## config.mk

```make
export PLATFORM = sky130hd
export DESIGN_NAME = freq_meter
export DESIGN_NICKNAME = d
export VERILOG_FILES = /design/src/rtl/freq_meter.sv
export SDC_FILE = /design/constraint.sdc
export NUM_CORES = 1
export LEC_CHECK = 0
export ABC_CLOCK_PERIOD_IN_PS = 3400
export CAP_MARGIN = 30
export CELL_PAD_IN_SITES_DETAIL_PLACEMENT = 1
export CELL_PAD_IN_SITES_GLOBAL_PLACEMENT = 1
export CORE_ASPECT_RATIO = 1.2
export CORE_MARGIN = 1.5
export CORE_UTILIZATION = 45
export CTS_CLUSTER_SIZE = 16
export DETAILED_ROUTE_END_ITERATION = 6
export HOLD_SLACK_MARGIN = 0.12
export PLACE_DENSITY = 0.85
export SETUP_SLACK_MARGIN = 0.5
export SYNTH_ARGS = -nofsm -noshare
export SYNTH_HDL_FRONTEND = slang
export SYNTH_SLANG_ARGS = --single-unit
```

## constraint.sdc

```tcl
create_clock -name clk_50m -period 3.4 [get_ports clk_50m]
set_input_delay 0.51 -clock clk_50m [delete_from_list [all_inputs] [get_ports clk_50m]]
set_output_delay 0.51 -clock clk_50m [all_outputs]
set_load 0.05 [all_outputs]
```

## src/rtl/freq_meter.sv

```systemverilog
// Gated-window frequency meter.
// Counts rising edges of an asynchronous input over GATE_CYCLES clk_50m cycles,
// then publishes the count (Hz for a 1 s gate) with a one-cycle valid pulse.
// A window is GATE_CYCLES counting cycles plus one latch cycle in which edges
// are ignored, so back-to-back windows repeat every GATE_CYCLES+1 clocks.
module freq_meter #(
    parameter int GATE_CYCLES = 50000000,
    parameter int GATE_W      = 28,
    parameter int FREQ_W      = 26
) (
    input  logic              clk_50m,
    input  logic              rst,
    input  logic              en,
    input  logic              sig_in,
    output logic [FREQ_W-1:0] freq_out,
    output logic              freq_valid,
    output logic              overflow,
    output logic              busy
);

    typedef enum logic [1:0] {
        IDLE  = 2'd0,
        GATE  = 2'd1,
        LATCH = 2'd2
    } state_t;

    localparam logic [GATE_W-1:0] GATE_LAST = GATE_W'(GATE_CYCLES - 1);
    localparam logic [FREQ_W-1:0] EDGE_MAX  = '1;

    state_t              state;
    state_t              state_nxt;
    logic                s1;
    logic                s2;
    logic                s3;
    logic                rise;
    logic                gate_last;
    logic [GATE_W-1:0]   gate_cnt;
    logic [FREQ_W-1:0]   edge_cnt;
    logic [FREQ_W-1:0]   edge_nxt;
    logic                sat;
    logic                sat_nxt;
    logic                counting;
    logic                closing;

    assign rise      = s2 & ~s3;
    assign gate_last = (gate_cnt == GATE_LAST);
    // Counters advance only while staying in GATE; every other path clears them.
    assign counting  = (state == GATE) && (state_nxt == GATE);
    // The result is captured on the edge that leaves GATE for LATCH.
    assign closing   = (state == GATE) && (state_nxt == LATCH);

    // Two-flop synchronizer for sig_in plus one delay flop for edge detection.
    always_ff @(posedge clk_50m or posedge rst) begin
        if (rst) begin
            s1 <= 1'b0;
            s2 <= 1'b0;
            s3 <= 1'b0;
        end else begin
            s1 <= sig_in;
            s2 <= s1;
            s3 <= s2;
        end
    end

    // Saturating edge count: hold at all-ones and flag any edge beyond it.
    always_comb begin
        edge_nxt = edge_cnt;
        sat_nxt  = sat;
        if (rise) begin
            if (edge_cnt == EDGE_MAX) begin
                sat_nxt = 1'b1;
            end else begin
                edge_nxt = edge_cnt + 1'b1;
            end
        end
    end

    // FSM state register.
    always_ff @(posedge clk_50m or posedge rst) begin
        if (rst) begin
            state <= IDLE;
        end else begin
            state <= state_nxt;
        end
    end

    // FSM next state; dropping en aborts an open window before it can latch.
    always_comb begin
        state_nxt = IDLE;
        case (state)
            IDLE:    state_nxt = en ? GATE : IDLE;
            GATE: begin
                if (!en) begin
                    state_nxt = IDLE;
                end else if (gate_last) begin
                    state_nxt = LATCH;
                end else begin
                    state_nxt = GATE;
                end
            end
            LATCH:   state_nxt = en ? GATE : IDLE;
            default: state_nxt = IDLE;
        endcase
    end

    // Gate and edge counters; cleared whenever the window is not continuing.
    always_ff @(posedge clk_50m or posedge rst) begin
        if (rst) begin
            gate_cnt <= '0;
            edge_cnt <= '0;
            sat      <= 1'b0;
        end else if (counting) begin
            gate_cnt <= gate_cnt + 1'b1;
            edge_cnt <= edge_nxt;
            sat      <= sat_nxt;
        end else begin
            gate_cnt <= '0;
            edge_cnt <= '0;
            sat      <= 1'b0;
        end
    end

    // Published result, including an edge seen on the final gate cycle.
    always_ff @(posedge clk_50m or posedge rst) begin
        if (rst) begin
            freq_out <= '0;
            overflow <= 1'b0;
        end else if (closing) begin
            freq_out <= edge_nxt;
            overflow <= sat_nxt;
        end
    end

    // FSM outputs decoded from the registered state.
    always_comb begin
        busy       = (state == GATE);
        freq_valid = (state == LATCH);
    end

endmodule

```

==> flow_summary.yaml, run 1 <==
outcome:
  status: "finished clean"
sta:
  min_period_ns: 2.64
  drv_slew: 0
  rsz0062_at_grt: "false"
  clock.fmax_mhz: 378
  finalSetupViolCount: 0
  period_share_pct: 77.8
  final.setup.worst_slack_ns: 0.755
  final-hold-violation-count: 0
  final.setup.tns_ns: 0
  max-slew-margin-rel_pct: 45.7
  clock_skew_ns: 0.0152
  worstMarginPinSlew_ns: 0.814
clocking:
  cts_buffers: 9
  cts_setup_buffers: 0
  postCtsHoldBufs: 0
  cts-root-buf: "clkbuf_8"
  clk_pin_slew_worst_paths_ns: 0.09
  clk_latency_ns: 0.37
  cts_tree: "done"
  clockBufferDepth: 2
  clock_sinks: 87
  cts_resized: 0
  cts_max_level: 3
yosys:
  synth-edff-count: 0
  yosys.area.top_type: "dfrtp_1"
  yosys-top-cells-area: "dfrtp_1 52%, xnor2_1 7.2%, nor2_1 5.5%, nand2_1 3.9%, nand4_1 3.6%"
  syn_area_sq_um: 4160
  ys_seq_area_share_pct: 52.4
  synthAdderAreaFrac_pct: 0.602
  syn_area_per_cell_sq_um: 9.55
  synth_compound_area_share_pct: 7.29
  netlist-cell-type-count: 40
  synthSimpleGateAreaFrac_pct: 26.3
  synthXorXnorAreaFrac_pct: 9.27
  synth.area.mux_share_pct: 1.26
  ys_async_sr_fraction_pct: 100
  synth_cells: 435
  synth.net_count: 441
  synthFlopType: "dfrtp_1"
  synth_top_area_share_pct: 52.4
  synth_top_family_by_area: "simple AND/OR/NAND/NOR gates"
  ys_seq_elements: 87
  yosysWarnings: 0
final_layout:
  seq_area_sq_um: 2180
  layout-area-overhead-vs-synth_pct: 15.8
  final_util_pct: 53.5
  antennaDiodeCount: 0
  fin_nets: 471
  multi_input_area_sq_um: 1860
  fin_cells: 590
  drive_gt1_share_pct: 6.38
  fillerInstances: 1022
worst_setup_path:
  rr_endpoint: "freq_out[23]$_DFFE_PP0P_"
  r2r_start: "gate_cnt[0]$_DFF_PP0_"
  r2r_cells: 6
  crit_type: "reg2reg"
  arrival_ns: 2.96
  crit_path_start_kind: "flop"
  cp.required_ns: 3.71
  crit_fanout: 20
  cp-end-kind: "flop"
  r2r_slack_ns: 0.76
global_route:
  grt_max_degree: 47
  track_usage_pct: 23.4
  grt_pass1_wl_mm: 17.8
  first_global_vias: 3711
  antenna_found_initial: 0
  overflow: 0
detailed_routing:
  dr.pass1.iters: 4
  first_iter_violations: 155
  drcViolationCount: 0
  wl_mm: 10.5
  ant_nets: 0
  via_count: 3418
  vias_per_cell: 5.79
  post_drt_wl_per_cell_um: 17.9
floorplanning:
  die_w_um: 90.7
  core_sq_um: 8990
  fp-row-count: 38
  chipHeight_um: 108
  floorplan.initialDensity_pct: 46.2
  ioPinCount: 33
  dieArea_sq_um: 9820
min_path:
  whs_endpoint: "s2$_DFF_PP0_"
  hold_path.startpoint: "s1$_DFF_PP0_"
  hp-class: "reg2reg"
  min_path_cells: 0
pwr:
  combPwrFrac_pct: 4.4
  power.internal_mw: 1.42
  power.density_nw_per_um2: 388
  p_clk_share_pct: 39.5
  p_leak_nw: 1.87
  seqPwrFrac_pct: 56.0
  vdd_ir_drop_max_mv: 0.203
  finalPower_mw: 1.87
  p_sw_share_pct: 24.2
  netSwitchingPower_uw: 451
placed_design:
  dp_hpwl_mm: 7.44
  place.gp.congestion: 0.870
  place_inst: 574
  port_buffers: 32
  place_worst_setup_slack_ns: 0.731
run:
  maxCapViolCount: 0
synth_stat cells (2+ instances only):
master and instances:
nand4_1 24, nor3_1 13, a21oi_1 12, inv_1 10
a211oi_1 6, and3_1 4, ha_1 2, nand2_1 43
o211ai_1 3, nor2b_1 3, xnor2_1 34, nor2_1 61
mux2i_1 3, nand2b_1 2, xor2_1 10, nor4_1 12
o21ai_0 30, and2_1 2, or4_1 4, mux2_2 2
clkbuf_1 17, or3_1 6, nand3_1 19, and4_1 11
dfrtp_1 87
cell families (layout without fill, tap and decap cells):
| group | count (synthesis) | after routing |
|---|---|---|
| simple gates | 213 | 213 |
| buf+inv | 30 | 65 |
| compound gates | 54 | 54 |
| mux | 5 | 5 |
| xor+xnor | 44 | 44 |
| flops | 87 | 87 |
| fa+ha+maj | 2 | 2 |
power by group through the flow:
stage	Combinational [mW]	Clock, mW	Sequential, mW
4_1_cts	0.0849	0.752	1.05
6_report	0.0829	0.738	1.05
2_1_floorplan	0.0518	0	1.06
3_5_place_dp	0.0844	0	1.07
3_3_place_gp	0.0815	0	1.07
5_1_grt	0.0942	0.789	1.05
metrics by stage:
stage | area (sq um) | hold WS (ns)
3_3_place_gp | 4610 | 0.361
4_1_cts | 4810 | 0.378
2_1_floorplan | 4160 | 0.331
3_5_place_dp | 4610 | 0.356
5_1_grt | 4810 | 0.390
6_report | 4810 | 0.380
flip-flops by register name (all words and copies together), names as in the netlist, 2 cells and up:
register / count
freq_out: 26
edge_cnt: 26
gate_cnt: 28
state: 2
layout make-up:
class | instances | share of cell area, %
inverter | 10 | 0.806
clock inverter | 6 | 1.25
clock buffer | 10 | 2.86
tap | 120 | 3.12
timing repair buffer | 39 | 8.01
multi-input combinational | 318 | 38.7
sequential | 87 | 45.3
cell usage in the layout, fill, tap and decap left out, types with 6 or more instances in the layout:
cell,instances
or3_1,6
a21oi_1,12
clkdlybuf4s50_1,32
and4_1,11
xor2_1,10
buf_4,6
nand4_1,24
o21ai_0,30
dfrtp_1,87
nand3_1,18
nor2_1,61
nor4_1,12
nand2_1,43
clkbuf_8,10
xnor2_1,34
inv_1,9
nor3_1,13
a211oi_1,6
routing by layer:
layer	track usage (%)	up-vias	share of wire, %
li1	-	1584	-
met1	25.9	1746	41
met2	43.3	67	53
met3	4.43	21	3.6
met4	10.5	0	2.3
met5	0	-	0
critical path, cell delays in order (launching register included):
cell	delay, ns
dfrtp_1	0.42
ha_1	0.22
and4_1	0.30
nand3_1	0.19
or3_1	0.74
or4_1	0.62
nand3_1	0.09
worst max path at each step:
stage | from | to | slack, ns
after global placement | en | freq_out[23]$_DFFE_PP0P_ | 0.83
after detailed placement | en | freq_out[23]$_DFFE_PP0P_ | 0.73
after global routing | gate_cnt[0]$_DFF_PP0_ | freq_out[23]$_DFFE_PP0P_ | 0.60
after CTS | gate_cnt[0]$_DFF_PP0_ | freq_out[23]$_DFFE_PP0P_ | 0.75
after floorplan | rst | edge_cnt[0]$_DFF_PP0_ | 0.64
final | gate_cnt[0]$_DFF_PP0_ | freq_out[23]$_DFFE_PP0P_ | 0.76
Note: power is estimated with default switching activity, not from simulation.
==> run 2: changes to the inputs <==
--- a/config.mk
+++ b/config.mk
@@ -5,17 +5,17 @@
 export SDC_FILE = /design/constraint.sdc
 export NUM_CORES = 1
 export LEC_CHECK = 0
-export ABC_CLOCK_PERIOD_IN_PS = 3400
+export ABC_CLOCK_PERIOD_IN_PS = 2200
 export CAP_MARGIN = 30
 export CELL_PAD_IN_SITES_DETAIL_PLACEMENT = 1
 export CELL_PAD_IN_SITES_GLOBAL_PLACEMENT = 1
 export CORE_ASPECT_RATIO = 1.2
 export CORE_MARGIN = 1.5
-export CORE_UTILIZATION = 45
+export CORE_UTILIZATION = 41
 export CTS_CLUSTER_SIZE = 16
 export DETAILED_ROUTE_END_ITERATION = 6
 export HOLD_SLACK_MARGIN = 0.12
-export PLACE_DENSITY = 0.85
+export PLACE_DENSITY = 0.82
 export SETUP_SLACK_MARGIN = 0.5
 export SYNTH_ARGS = -nofsm -noshare
 export SYNTH_HDL_FRONTEND = slang
==> constraint.sdc (replaced) <==
create_clock -name clk_50m -period 2.2 [get_ports clk_50m]
set_input_delay 0.33 -clock clk_50m [delete_from_list [all_inputs] [get_ports clk_50m]]
set_output_delay 0.33 -clock clk_50m [all_outputs]
set_load 0.05 [all_outputs]
==> flow_summary.yaml, run 2 (same netlist as run 1, synthesis figures left out) <==
final_layout:
  layout-area-overhead-vs-synth_pct: 66.2
  fin_nets: 561
  final_cell_mix: "83 x dfrtp_1, 62 x buf_4, 52 x nor2_4"
  fillerInstances: 989
  largest-register: "gate_cnt"
  final_common_cell: "dfrtp_1"
  drive_gt1_share_pct: 46.3
  largest_reg_flops: 28
  antennaDiodeCount: 0
  stdcell_area_sq_um: 6910
  reg_top3: "gate_cnt x28, edge_cnt x26, freq_out x26"
pwr:
  netSwitchingPower_uw: 896
  power.density_nw_per_um2: 511
  combPwrFrac_pct: 10.8
  p_clk_share_pct: 43.3
  seqPwrFrac_pct: 45.9
  p_leak_nw: 2.72
  vdd_ir_drop_max_mv: 0.481
  p_sw_share_pct: 25.4
  finalPower_mw: 3.53
  power.internal_mw: 2.63
run:
  maxCapViolCount: 0
global_route:
  grt_max_degree: 88
  overflow: 0
  first_global_vias: 4431
  antenna_found_initial: 0
  track_usage_pct: 31.5
  grt_pass1_wl_mm: 24.7
worst_setup_path:
  r2r_cells: 9
  arrival_ns: 2.50
  crit_fanout: 6
  crit_type: "reg2reg"
  crit_path_start_kind: "flop"
  r2r_slack_ns: -0.07
  cp.required_ns: 2.43
  cp-end-kind: "flop"
  r2r_start: "edge_cnt[1]$_DFF_PP0_"
  rr_endpoint: "freq_out[1]$_DFFE_PP0P_"
floorplanning:
  die_w_um: 94.9
  fp-row-count: 40
  core_sq_um: 9960
  ioPinCount: 33
  dieArea_sq_um: 10800
  chipHeight_um: 113
  floorplan.initialDensity_pct: 41.7
clocking:
  postCtsHoldBufs: 0
  clock_sinks: 87
  clockBufferDepth: 2
  clk_latency_ns: 0.37
  cts_max_level: 3
  clk_pin_slew_worst_paths_ns: 0.07
  cts_tree: "done"
  cts_buffers: 9
  cts-root-buf: "clkbuf_16"
sta:
  min_period_ns: 2.27
  rsz0062_at_grt: "true"
  whs_ns: 0.421
  final-hold-violation-count: 0
  finalSetupViolCount: 4
  worstMarginPinSlew_ns: 0.590
  drv_slew: 0
  final.setup.worst_slack_ns: -0.0695
  period_share_pct: 103
  clock.fmax_mhz: 441
  max-slew-margin-rel_pct: 60.7
  clock_skew_ns: 0.0154
min_path:
  min_path_cells: 0
  whs_endpoint: "s2$_DFF_PP0_"
  hp-class: "reg2reg"
  hold_path.startpoint: "s1$_DFF_PP0_"
placed_design:
  dpl_cell_area_sq_um: 4880
  port_buffers: 32
  dp_hpwl_mm: 7.59
  place.gp.congestion: 0.912
detailed_routing:
  first_iter_violations: 334
  wl_mm: 19.4
  dr.pass1.iters: 6
  ant_nets: 0
  via_count: 4280
  post_drt_wl_per_cell_um: 28.4
  vias_per_cell: 6.27
  drcViolationCount: 0
outcome:
  status: "complete, but fails checks"
  violations: "setup timing"
run 2: what timing repair did:
item,4_1_cts,5_1_grt
resized for setup,160,134
pin swaps,63,49
cloned,4,2
endpoints found under the setup margin,112,85
setup buffers,35,22
run 2: metrics by stage:
step | worst slack, ns | TNS (ns) | utilization [%] | std cells
after floorplan | -0.00791 | -0.00791 | - | 435
after global placement | 0.0522 | 0 | 49.0 | 607
after detailed placement | 0.00492 | 0 | 49.0 | 607
after CTS | 0.106 | 0 | 60.9 | 659
after global routing | -0.122 | -1.71 | 69.4 | 683
final | -0.0695 | -0.201 | 69.4 | 683
run 2: metal layers:
metal  global-route usage, %  vias up  routed length [um]  part of all wire (%)
met5                       0        -                   0                     0
met2                    56.0      215               10500                    54
met1                    33.4     2203                6670                    34
li1                        -     1766                   -                     -
met4                    19.0        0                1290                   6.6
met3                    6.99       96                 890                   4.6
run 2: how the worst max path moves through the flow:
stage	startpoint	to	slack, ns	cells past startpoint
after floorplan	edge_cnt[0]$_DFF_PP0_	freq_out[23]$_DFFE_PP0P_	-0.008	6
after detailed placement	edge_cnt[0]$_DFF_PP0_	freq_out[19]$_DFFE_PP0P_	0.005	8
after global routing	gate_cnt[10]$_DFF_PP0_	freq_out[14]$_DFFE_PP0P_	-0.12	5
after global placement	edge_cnt[10]$_DFF_PP0_	freq_out[23]$_DFFE_PP0P_	0.05	5
final	edge_cnt[1]$_DFF_PP0_	freq_out[1]$_DFFE_PP0P_	-0.07	9
after CTS	edge_cnt[11]$_DFF_PP0_	freq_out[23]$_DFFE_PP0P_	0.11	5
run 2: worst max-delay path, stage by stage, from the launching register on:
cell,delay [ns]
dfrtp_1,0.40
buf_4,0.14
buf_6,0.13
ha_4,0.16
and4_4,0.21
and4_4,0.20
buf_8,0.14
a21oi_4,0.27
mux2i_4,0.36
mux2i_1,0.12
run 2: power by group through the flow:
stage | clock, mW | combinational [mW] | sequential (mW)
floorplan | 0 | 0.0953 | 1.65
global placement | 0 | 0.147 | 1.65
CTS | 1.48 | 0.299 | 1.62
detailed placement | 0 | 0.150 | 1.65
global route | 1.57 | 0.393 | 1.62
finish | 1.53 | 0.380 | 1.62
run 2: final cells by class:
type	instances	area [sq um]	share of cell area (%)
well taps	126	158	2.28
flip-flops and latches	87	2180	31.6
clock inverters	2	35.0	0.507
clock buffers	11	233	3.37
multi-input cells	318	2910	42.1
inverters	10	41.3	0.598
repair buffers	129	1350	19.5
==> RTL change 1 (flow settings as in run 2) <==
`GATE_W`: 28 -> 14.
--- a/src/rtl/freq_meter.sv
+++ b/src/rtl/freq_meter.sv
@@ -7,3 +7,3 @@
     parameter int GATE_CYCLES = 50000000,
-    parameter int GATE_W      = 28,
+    parameter int GATE_W      = 14,
     parameter int FREQ_W      = 26
Behaviour: no difference found for any inputs over 10 cycles, from zero or initial values and one cycle with rst high; that may be too few to reach the edited logic, so the function may still have changed.
==> RTL change 1 against run 2 <==
Routed wire length down 25%; hold slack worse by 0.056 ns; critical path depth down 1; non-clock buffer count down 28; sequential cell count down 14; power down 23%; the run ends with DRC left; highest routed layer unchanged; area after synthesis down 19%; worst setup slack better by 0.27 ns; design area down 26%; die area down 19%.
==> RTL change 1: results (changes against run 2) <==
stage;metric;value;unit;change
run_status;outcome;finished, violations left;;
run_status;failing checks;DRC;;
yosys;xor/xnor share of the synthesized area;9.16;%;-0.12 points
setup_path;max incr delay on CP;0.44;ns;+0.04 ns
timing;Fmax achieved;501;MHz;+14%
setup_path;endpoint class of the critical path;flip-flop;;
placed_design;GPL Wtd Cong;0.847;;-7.1%
route;Initial DRC Count;188;;-44%
route;DRC Markers;2;;+2
yosys;post-synthesis compound-gate area fraction;9.01;%;+1.7 points
yosys;Cell variety after synth;38;;-5.0%
timing;Fin Clk Skew;0.00832;ns;-0.00713 ns
setup_path;FF-to-FF path depth;8;;-1
yosys;Async SR Flop Fraction;100;%;unchanged
timing;Slew @ Worst Pin;0.524;ns;-0.0660 ns
clock_network;clock tree buffer depth;2;;unchanged
yosys;Post-Syn Area per Cell;10.2;um^2;+6.9%
min_path;HP Start;s1$_DFF_PP0_;;
layout;nets@finish;443;;-21%
global_routing;global-route wire length before repair;15800;um;-36%
placed_design;placed cell area;3800;um^2;-22%
timing;period utilisation layout;90.8;%;-12 points
route;routed vias;3266;;-24%
setup_path;slowest stage cell, crit path;dfrtp_1;;
global_routing;largest net degree at the start of global routing;74;;-16%
global_routing;vias in the first global route;3032;;-32%
yosys;warnings from Yosys;0;;unchanged
yosys;top cells by area, synth;dfrtp_1 (55%), xnor2_1 (7.1%), nor2_1 (5.0%), nand2_1 (4.7%), o21ai_0 (2.7%);;
setup_path;kind of cell adding the most delay to the critical path;simple AND/OR/NAND/NOR gates;;
setup_path;Worst Path Max Fanout;5;;-1
power;Peak VDD IR;0.340;mV;-29%
setup_path;worst reg2reg path endpoint;freq_out[19]$_DFFE_PP0P_;;
layout;Largest regs;edge_cnt: 26 flops, freq_out: 26 flops, gate_cnt: 14 flops;;
yosys;Synth top cells by count;dfrtp_1 (73), nor2_1 (45), nand2_1 (42);;
route;met1 wire length;5330;um;-20%
yosys;Seq/Total Area, Yosys;54.6;%;+2.2 points
global_routing;routing usage on met3;4.77;%;-2.2 points
yosys;Mapped Nets;334;;-24%
setup_path;r2r setup slk;0.20;ns;+0.27 ns
layout;Final Non-Filler Cells;534;;-22%
placed_design;DPL Wire Length;5110;um;-33%
layout;share of layout cells above drive strength 1;39.6;%;-6.7 points
min_path;hold path endpoint;s2$_DFF_PP0_;;
route;DR WL met2;7580;um;-28%
yosys;Synth Area in Adders;0.747;%;+0.15 points
min_path;Hold Crit Class;flip-flop to flip-flop;;
route;Routed WL;14500;um;-25%
timing;Fin Hold WS;0.364;ns;-0.0563 ns
yosys;mux cell area share after synthesis;0.897;%;-0.37 points
global_routing;GR Util met1;27.2;%;-6.2 points
setup_path;WP data arrival;2.24;ns;-0.26 ns
clock_network;CTS root buf;clkbuf_8;;
global_routing;All-Layer GR Usage;24.2;%;-7.3 points
placed_design;Place WS;0.233;ns;+0.228 ns
route;met3 wire length;726;um;-18%
global_routing;met2 Use GR;43.4;%;-13 points
power;leakage;2.23;nW;-18%
clock_network;clk slew on worst S/H paths;0.08;ns;
RTL change 1: where the power goes:
group	internal, mW	switching (mW)
registers	1.35	0.00932
logic	0.103	0.134
clock network	0.587	0.546
total	2.04	0.690
RTL change 1: final cells by class:
type	instances	area (um^2)
Clock buffer	12	155
Multi-Input combinational cell	247	1960
Clock inverter	4	51.3
Fill cell	793	2660
Tap cell	92	115
Sequential cell	73	1840
Timing Repair Buffer	101	983
Inverter	5	22.5
RTL change 1: cell families after synthesis:
kind of cell	count (synthesis)
and+or+nand+nor	146
xor gates and xnor gates	35
AOI/OAI and AO/OA	50
buffers and inverters	19
muxes	3
DFF	73
adders and majority gates	2
RTL change 1: timing repair:
item | in CTS | in global routing
buffers inserted | 19 | 38
gates resized for setup | 69 | 80
pin swaps | 16 | 51
cloned | 7 | 11
setup endpoints to repair | 93 | 65
==> RTL change 2 (settings of run 2) <==
Made on the original files. Register the output `freq_valid`; this adds one clock of latency there. The other outputs are not delayed to match.
--- a/src/rtl/freq_meter.sv
+++ b/src/rtl/freq_meter.sv
@@ -28,2 +28,4 @@
     localparam logic [FREQ_W-1:0] EDGE_MAX  = '1;
+
+    logic freq_valid_d;
 
@@ -136,3 +138,7 @@
         busy       = (state == GATE);
-        freq_valid = (state == LATCH);
+        freq_valid_d = (state == LATCH);
+    end
+
+    always_ff @(posedge clk_50m) begin
+        freq_valid <= freq_valid_d;
     end
Behaviour: same outputs for any inputs over 10 cycles, from zero or initial values and one cycle with rst high; that may be too few to reach the edited logic, so the function may still have changed.
==> RTL change 2 against run 2 <==
The flow still finishes with violations (setup timing); routed wire length is 0.51% lower; power is 1.8% lower; combinational power is 13% higher; design area is 1.9% lower; sequential cell count is 1 higher; worst setup slack worse by 0.068 ns; area after synthesis is 0.48% higher.
==> RTL change 2: results (changes against run 2) <==
stage;metric;value;unit;change
layout;share of layout cells above drive strength 1;44.9;%;-1.4 points
global_routing;GR Util met1;33.7;%;+0.27 points
route;Routed WL;19300;um;-0.51%
power;Switching Fraction;25.7;%;+0.35 points
yosys;Seq/Total Area, Yosys;52.6;%;+0.23 points
route;Initial DRC Count;225;;-33%
power;combinational power;428;uW;+13%
yosys;Synth Area in Adders;0.599;%;-0.0029 points
setup_path;R2R Path Start;gate_cnt[10]$_DFF_PP0_;;
global_routing;routing usage on met3;7.07;%;+0.077 points
yosys;Post-Syn Area per Cell;9.58;um^2;+0.25%
route;WL per Instance;28.4;um;about the same
timing;final worst setup slack;-0.137;ns;-0.0675 ns
timing;final setup violating endpoints;68;;+64
power;Peak VDD IR;0.677;mV;+41%
timing;Slew @ Worst Pin;0.739;ns;+0.149 ns
power;leakage;2.71;nW;-0.42%
global_routing;All-Layer GR Usage;33.1;%;+1.6 points
power;Cell Int Power;2.57;mW;-2.2%
placed_design;GPL Wtd Cong;0.863;;-5.4%
route;DR WL met2;10100;um;-3.8%
clock_network;Post-CTS Resized;180;;+13%
yosys;Async SR Flop Fraction;98.9;%;-1.1 points
placed_design;placed cell area;4930;um^2;+0.87%
clock_network;post-CTS setup repair buffer count;41;;+17%
global_routing;global-route wire length before repair;26000;um;+4.9%
timing;total negative slack;-5.75;ns;-5.55 ns
layout;nets@finish;558;;-0.53%
run_status;failing checks;setup timing;;
yosys;mux cell area share after synthesis;1.26;%;-0.0061 points
route;DRT Pass-1 Iters;5;;-1
run_status;outcome;finished, violations left;;
placed_design;Place WS;-0.00544;ns;-0.0104 ns
layout;# fillers;990;;+0.10%
yosys;top cells by area, synth;dfrtp_1 (52%), xnor2_1 (7.1%), nor2_1 (5.5%), nand2_1 (3.9%), nand4_1 (3.6%);;
[RTL change 2: critical path: stages (launching register included)]
cell     delay [ns]
dfrtp_1        0.45
nor4_2         0.30
nand4_1        0.24
buf_4          0.21
or3_4          0.38
nand3_4        0.16
buf_12         0.16
buf_12         0.12
buf_12         0.14
nor2_4         0.04
[RTL change 2: cell families (layout without fill, tap and decap cells)]
family / count (synthesis) / after routing
xor gates and xnor gates: 44 / 44
AOI/OAI and AO/OA: 54 / 54
muxes: 5 / 5
adders and majority gates: 2 / 2
DFF: 88 / 88
buffers and inverters: 30 / 148
and+or+nand+nor: 213 / 213
[RTL change 2: layout make-up]
| class | instances | share of cell area, % |
|---|---|---|
| Tap cell | 126 | 2.33 |
| Multi-Input combinational cell | 318 | 40.4 |
| Sequential cell | 88 | 32.5 |
| Inverter | 10 | 0.609 |
| Clock buffer | 11 | 3.43 |
| Timing Repair Buffer | 125 | 20.5 |
| Clock inverter | 2 | 0.148 |
